--- config.mk ---
export PLATFORM = sky130hd
export DESIGN_NAME = hmc_cmd_arbiter
export DESIGN_NICKNAME = d
export VERILOG_FILES = /design/src/rtl/hmc_arb_pkg.sv /design/src/rtl/hmc_rr_arbiter.sv /design/src/rtl/hmc_cmd_arbiter.sv
export SDC_FILE = /design/constraint.sdc
export NUM_CORES = 1
export LEC_CHECK = 0
export ABC_AREA = 1
export BUFFER_PORTS_ARGS = -buffer_cell sky130_fd_sc_hd__buf_2
export CAP_MARGIN = 20
export CORE_MARGIN = 5
export CORE_UTILIZATION = 37
export CTS_BUF_LIST = sky130_fd_sc_hd__clkbuf_8
export DETAILED_ROUTE_END_ITERATION = 6
export GPL_TIMING_DRIVEN = 0
export PLACE_DENSITY_LB_ADDON = 0.08
export SYNTH_ARGS = -nofsm -noshare
export SYNTH_HDL_FRONTEND = slang
export SYNTH_SLANG_ARGS = --single-unit
--- constraint.sdc ---
create_clock -name clk -period 6.96 [get_ports clk]
set_input_delay 0.696 -clock clk [delete_from_list [all_inputs] [get_ports clk]]
set_output_delay 0.696 -clock clk [all_outputs]
set_load 0.01 [all_outputs]
--- src/rtl/hmc_arb_pkg.sv ---
// hmc_arb_pkg: shared HMC command encodings, widths and port-index helper
package hmc_arb_pkg;
  localparam int ADDR_WIDTH = 34;
  localparam int CMD_WIDTH = 4;
  localparam int SIZE_WIDTH = 4;
  typedef enum logic [CMD_WIDTH-1:0] {
    HMC_CMD_NOP     = 4'h0,
    HMC_CMD_WR      = 4'h1,
    HMC_CMD_PWR     = 4'h2,
    HMC_CMD_RD      = 4'h3,
    HMC_CMD_ATOMIC  = 4'h4,
    HMC_CMD_MODE_RD = 4'h5,
    HMC_CMD_MODE_WR = 4'h6,
    HMC_CMD_FLUSH   = 4'h7
  } hmc_cmd_e;
  function automatic int port_w(input int n);
    return (n <= 2) ? 1 : $clog2(n);
  endfunction
endpackage

--- src/rtl/hmc_rr_arbiter.sv ---
// hmc_rr_arbiter: N-way round-robin grant with a rotating priority pointer
module hmc_rr_arbiter
  import hmc_arb_pkg::*;
#(
  parameter int N  = 4,
  parameter int PW = port_w(N)
) (
  input  logic          clk,
  input  logic          rst_n,
  input  logic          en,
  input  logic [N-1:0]  req,
  output logic [N-1:0]  gnt,
  output logic [PW-1:0] gnt_idx,
  output logic          gnt_valid
);
  logic [PW-1:0] ptr;
  int            best;
  // pick the requester closest to ptr going upward with wrap
  always_comb begin
    best = N;
    gnt_idx = '0;
    for (int j = 0; j < N; j++) begin
      if (en && req[j] && ((j - int'(ptr) + N) % N) < best) begin
        best = (j - int'(ptr) + N) % N;
        gnt_idx = PW'(j);
      end
    end
    gnt_valid = best < N;
    gnt = gnt_valid ? (N'(1) << gnt_idx) : '0;
  end
  // pointer moves past the winner; unchanged when nobody is granted
  always_ff @(posedge clk or negedge rst_n) begin
    if (!rst_n) ptr <= '0;
    else if (gnt_valid) ptr <= (int'(gnt_idx) == N - 1) ? '0 : gnt_idx + 1'b1;
  end
endmodule

--- src/rtl/hmc_cmd_arbiter.sv ---
// hmc_cmd_arbiter: round-robin HMC command sharing with tag-owner tracking and per-port throttling
module hmc_cmd_arbiter
  import hmc_arb_pkg::*;
#(
  parameter int NUM_PORTS       = 4,
  parameter int ID_WIDTH        = 6,
  parameter int MAX_OUTSTANDING = 16,
  parameter int PORT_W          = 3,
  parameter int CNT_W           = 6
) (
  input  logic                             clk,
  input  logic                             rst_n,
  input  logic [CMD_WIDTH*NUM_PORTS-1:0]   req_cmd,
  input  logic [ADDR_WIDTH*NUM_PORTS-1:0]  req_addr,
  input  logic [SIZE_WIDTH*NUM_PORTS-1:0]  req_size,
  input  logic [NUM_PORTS-1:0]             req_rsp,
  input  logic [NUM_PORTS-1:0]             req_valid,
  output logic [NUM_PORTS-1:0]             req_ready,
  output logic [CMD_WIDTH-1:0]             cmd_out,
  output logic [ADDR_WIDTH-1:0]            addr_out,
  output logic [SIZE_WIDTH-1:0]            size_out,
  output logic                             cmd_valid_out,
  input  logic                             cmd_ready_out,
  input  logic [ID_WIDTH-1:0]              rd_data_tag,
  input  logic                             rd_data_valid,
  output logic [PORT_W-1:0]                rsp_port,
  output logic                             rsp_valid,
  output logic [CNT_W*NUM_PORTS-1:0]       outstanding,
  output logic                             err_underflow
);
  logic                  load_ok;
  logic                  gnt_valid;
  logic                  gnt_rsp;
  logic [PORT_W-1:0]     gnt_idx;
  logic [NUM_PORTS-1:0]  elig;
  logic [NUM_PORTS-1:0]  gnt;
  logic [NUM_PORTS-1:0]  inc;
  logic [NUM_PORTS-1:0]  hit;
  logic [NUM_PORTS-1:0]  dec;
  logic [NUM_PORTS-1:0]  under;
  logic [CNT_W-1:0]      cnt [NUM_PORTS];
  logic [PORT_W-1:0]     owner [2**ID_WIDTH];
  logic [ID_WIDTH-1:0]   mirror_tag;
  logic [PORT_W-1:0]     rd_owner;
  logic [CMD_WIDTH-1:0]  sel_cmd;
  logic [ADDR_WIDTH-1:0] sel_addr;
  logic [SIZE_WIDTH-1:0] sel_size;

  assign load_ok   = ~cmd_valid_out | cmd_ready_out;
  assign req_ready = gnt;
  assign gnt_rsp   = |(gnt & req_rsp);
  assign rd_owner  = owner[rd_data_tag];

  genvar i;
  generate
    for (i = 0; i < NUM_PORTS; i++) begin : g_port
      assign elig[i] = req_valid[i] & (~req_rsp[i] | (cnt[i] < CNT_W'(MAX_OUTSTANDING)));
      assign outstanding[i*CNT_W +: CNT_W] = cnt[i];
    end
  endgenerate

  hmc_rr_arbiter #(
    .N  (NUM_PORTS),
    .PW (PORT_W)
  ) u_rr (
    .clk       (clk),
    .rst_n     (rst_n),
    .en        (load_ok),
    .req       (elig),
    .gnt       (gnt),
    .gnt_idx   (gnt_idx),
    .gnt_valid (gnt_valid)
  );

  // one-hot payload mux of the granted port
  always_comb begin
    sel_cmd = '0;
    sel_addr = '0;
    sel_size = '0;
    for (int j = 0; j < NUM_PORTS; j++) begin
      if (gnt[j]) begin
        sel_cmd = req_cmd[CMD_WIDTH*j +: CMD_WIDTH];
        sel_addr = req_addr[ADDR_WIDTH*j +: ADDR_WIDTH];
        sel_size = req_size[SIZE_WIDTH*j +: SIZE_WIDTH];
      end
    end
  end

  // per-port counter events; a response to an empty counter is an underflow, not a decrement
  always_comb begin
    for (int j = 0; j < NUM_PORTS; j++) begin
      inc[j] = gnt[j] & req_rsp[j];
      hit[j] = rd_data_valid & (rd_owner == PORT_W'(j));
      dec[j] = hit[j] & (cnt[j] != '0);
      under[j] = hit[j] & (cnt[j] == '0);
    end
  end

  // output stage: reload whenever empty or being drained, otherwise hold payload
  always_ff @(posedge clk or negedge rst_n) begin
    if (!rst_n) begin
      cmd_valid_out <= 1'b0;
      cmd_out <= '0;
      addr_out <= '0;
      size_out <= '0;
    end else if (load_ok) begin
      cmd_valid_out <= gnt_valid;
      if (gnt_valid) begin
        cmd_out <= sel_cmd;
        addr_out <= sel_addr;
        size_out <= sel_size;
      end
    end
  end

  // owner table is plain distributed RAM: every entry is written before it is looked up
  always_ff @(posedge clk) begin
    if (gnt_rsp) owner[mirror_tag] <= gnt_idx;
  end

  // mirror of the tag manager's sequential allocator
  always_ff @(posedge clk or negedge rst_n) begin
    if (!rst_n) mirror_tag <= '0;
    else if (gnt_rsp) mirror_tag <= mirror_tag + 1'b1;
  end

  // in-flight counters and sticky underflow flag
  always_ff @(posedge clk or negedge rst_n) begin
    if (!rst_n) begin
      for (int j = 0; j < NUM_PORTS; j++) cnt[j] <= '0;
      err_underflow <= 1'b0;
    end else begin
      for (int j = 0; j < NUM_PORTS; j++) cnt[j] <= cnt[j] + CNT_W'(inc[j]) - CNT_W'(dec[j]);
      err_underflow <= err_underflow | (|under);
    end
  end

  // response steering, one cycle after the tag arrives
  always_ff @(posedge clk or negedge rst_n) begin
    if (!rst_n) begin
      rsp_valid <= 1'b0;
      rsp_port <= '0;
    end else begin
      rsp_valid <= rd_data_valid;
      if (rd_data_valid) rsp_port <= rd_owner;
    end
  end
endmodule

==> impl_metrics.py <==
metrics = {
    "clock_network": {
        "insertion_delay_ns": 0.54,
        "cts_buffers": 39,
        "clock-sinks": 207,
        "ctsHoldBuffers": 0,
        "ctsHtreeMaxLevel": 2,
        "clk_pin_slew_ns": 0.06,
        "ctsRootBufferMaster": "clkbuf_8",
        "cts_tree": "yes",
        "clock_path_buffers": 3,
        "cts_resized": 2,
        "post_cts_buffers": 0,
    },
    "synth": {
        "synth_edf_count": 128,
        "synthAdderAreaFrac": 0.0578,
        "netlist_area_um2": 11300,
        "syn_inst": 1339,
        "synthFlopType": "edfxtp_1",
        "synth.most_common_cell": "nand2_1",
        "netlist.area_leader.share": 0.339,
        "yosysTopAreaCell": "edfxtp_1",
        "muxShareOfSynthArea": 0,
        "synthSimpleGateAreaFrac": 0.246,
        "synth_common_cells": "nand2_1 (226), nor2_1 (206), inv_1 (175), nand3_1 (175), edfxtp_1 (128)",
        "seq_area_frac_synth": 0.513,
        "synth-seq-cells": 207,
        "synth_area_leaders": "edfxtp_1 (34%), dfrtp_1 (17%), nand3_1 (7.7%), nand2_1 (7.5%), nor2_1 (6.8%)",
        "synth.distinct_cells": 37,
        "postSynth.asyncResetShare": 0.382,
        "synth_top_family_by_area": "simple AND/OR/NAND/NOR gates",
        "synth-xor-area-share": 0.0154,
        "syn_avg_cell_area_um2": 8.47,
        "synth_compound_area_frac": 0.0787,
        "yosys_warnings": 0,
    },
    "pwr": {
        "irDropWorstVdd_v": 0.000224,
        "leakage_nw": 6.60,
        "power.density_nw_per_um2": 367,
    },
    "worst_setup_path": {
        "cpMostUsedCell": "nand2_1",
        "cp.arrival_ns": 6.72,
        "path_class": "flip-flop to flip-flop",
        "crit_path_max_incr_delay_ns": 0.39,
        "cp_slowest_cell": "fa_1",
        "end_kind": "flip-flop",
        "worst-path-buf-inv": 10,
        "cp-start-kind": "flip-flop",
        "reg2reg_from": "outstanding[4]",
        "worstPathMaxFanout": 36,
        "cp-startpoint": "outstanding[4]",
        "worstPathRequired_ns": 7.42,
        "path_delay_family": "simple AND/OR/NAND/NOR gates",
    },
    "global_routing": {
        "gr-usage-met1": 0.281,
        "grt_antenna_before_repair": 3,
        "use_met2": 0.347,
        "busiest_layer": "met2",
        "grt.overflow.total": 0,
        "grt_pass1_vias": 10200,
        "grt_max_degree": 50,
        "grt_pass1_wl_mm": 56.7,
        "track_usage": 0.211,
        "grt_use_met3": 0.0505,
    },
    "place": {
        "portBuffers": 258,
        "routabilityCongestion": 0.858,
        "dp_hpwl_mm": 27.3,
    },
    "drt": {
        "post_drt_wl_per_cell_um": 17.8,
        "firstDrtPassIters": 5,
        "via_count": 10300,
        "drc_errors": 0,
        "post_drt_via_cell_ratio": 4.96,
        "ant_nets": 0,
        "dr.first_iter.drc_count": 636,
        "routed_wl_mm": 36.8,
    },
    "sta": {
        "grt_setup_unrepaired": "no",
        "finClkSkew_ns": 0.0190,
        "slew_violations": 0,
        "max_slew.worst_pin.slew_ns": 0.745,
        "holdWs_ns": 0.121,
        "fmax_mhz": 160,
        "slew_headroom": 0.503,
        "setup_viol": 0,
        "final.min_clock_period_ns": 6.25,
        "hold_viol": 0,
        "finalCritPeriodShare": 0.898,
    },
    "floorplanning": {
        "die_h_um": 185,
        "core-area_um2": 30400,
        "fp.dieW_um": 185,
        "initial_core_util": 0.373,
        "die_area_um2": 34300,
        "row_count": 64,
        "num_io_pins": 262,
    },
    "job": {
        "cap_violations": 0,
    },
    "cells_and_area": {
        "regArea_um2": 5820,
        "fin_nets": 1879,
        "fillers": 3130,
        "area_growth_syn_to_layout_pct": 23.8,
        "multiInputGateArea_um2": 4590,
        "utilization": 0.461,
        "drive_above_1_share": 0.222,
    },
    "min_path": {
        "hold_class": "input port to async pin",
    },
    "run_status": {
        "status": "complete, no violations",
    },
}
[per-layer routing]
metal	up-vias	routed length, um
met5	-	13
met4	2	950
met3	61	2720
met2	352	17700
met1	4842	15400
li1	5026	-
[cell families after synthesis]
logic type / after synthesis
fa+ha+maj: 50
flops: 207
simple gates: 653
buf+inv: 249
other cells: 1
xor+xnor: 20
compound gates: 159
[where the power goes]
group | total [mW] | switching [mW] | internal, mW
clock network | 1.16 | 0.526 | 0.635
registers | 1.81 | 0.163 | 1.65
logic | 2.18 | 1.39 | 0.794
total | 5.16 | 2.07 | 3.08
[path summary, 6_finish.rpt]
check | endpoint | slack [ns] | cells after the start
min reg2reg | rsp_port[1] | 0.48 | 1
max in group asynchronous | err_underflow | 6.20 | 2
min in group clk | rsp_valid | 0.31 | 1
min | addr_out[25] | 0.12 | 1
max reg2reg | outstanding[22] | 0.71 | 43
max | outstanding[22] | 0.71 | 43
[layout by cell type, fill, tap and decap left out, drive strengths merged]
cell type and count:
clkbuf 86, dfrtp 79, o21ai 95, diode 3, a211oi 2, xor2 16
ha 46, clkinvlp 1, o22ai 34, fa 4, conb 5, nand3 178
xnor2 4, nand2 240, inv 195, buf 288, o21bai 2, o211ai 2
edfxtp 128, o311ai 2, o21a 4, nor2 208, a21oi 12, nand4 6
clkinv 9, a31oi 2, o221ai 4, nor3 21
[area by class of cell]
cell class              count  area share
clock inverters            22     0.00695
clock buffers              49      0.0480
flip-flops and latches    207       0.415
repair buffers            261      0.0970
plain buffers              64      0.0219
diodes                      3    0.000535
well taps                 396      0.0353
multi-input cells         887       0.327
inverters                 183      0.0491
[per-stage QoR]
step | cells | instance area (um^2) | power (mW) | setup WS [ns] | setup TNS [ns]
2_1_floorplan | 1343 | 11400 | 3.22 | 0.455 | 0
3_3_place_gp | 1997 | 13100 | 3.99 | -1.53 | -186.75
3_5_place_dp | 2000 | 13200 | 4.02 | -0.391 | -1.72
4_1_cts | 2070 | 14000 | 5.21 | 0.0617 | 0
5_1_grt | 2071 | 14000 | 5.61 | 0.0118 | 0
6_report | 2072 | 14000 | 5.16 | 0.707 | 0
[sequential cells by signal (all words and copies together), names as in the netlist]
register,cells
cmd_valid_out,1
size_out,4
rsp_valid,1
outstanding,24
addr_out,34
u_rr.ptr,2
owner,128
err_underflow,1
rsp_port,2
mirror_tag,6
cmd_out,4
(Power assumes the default switching activity.)
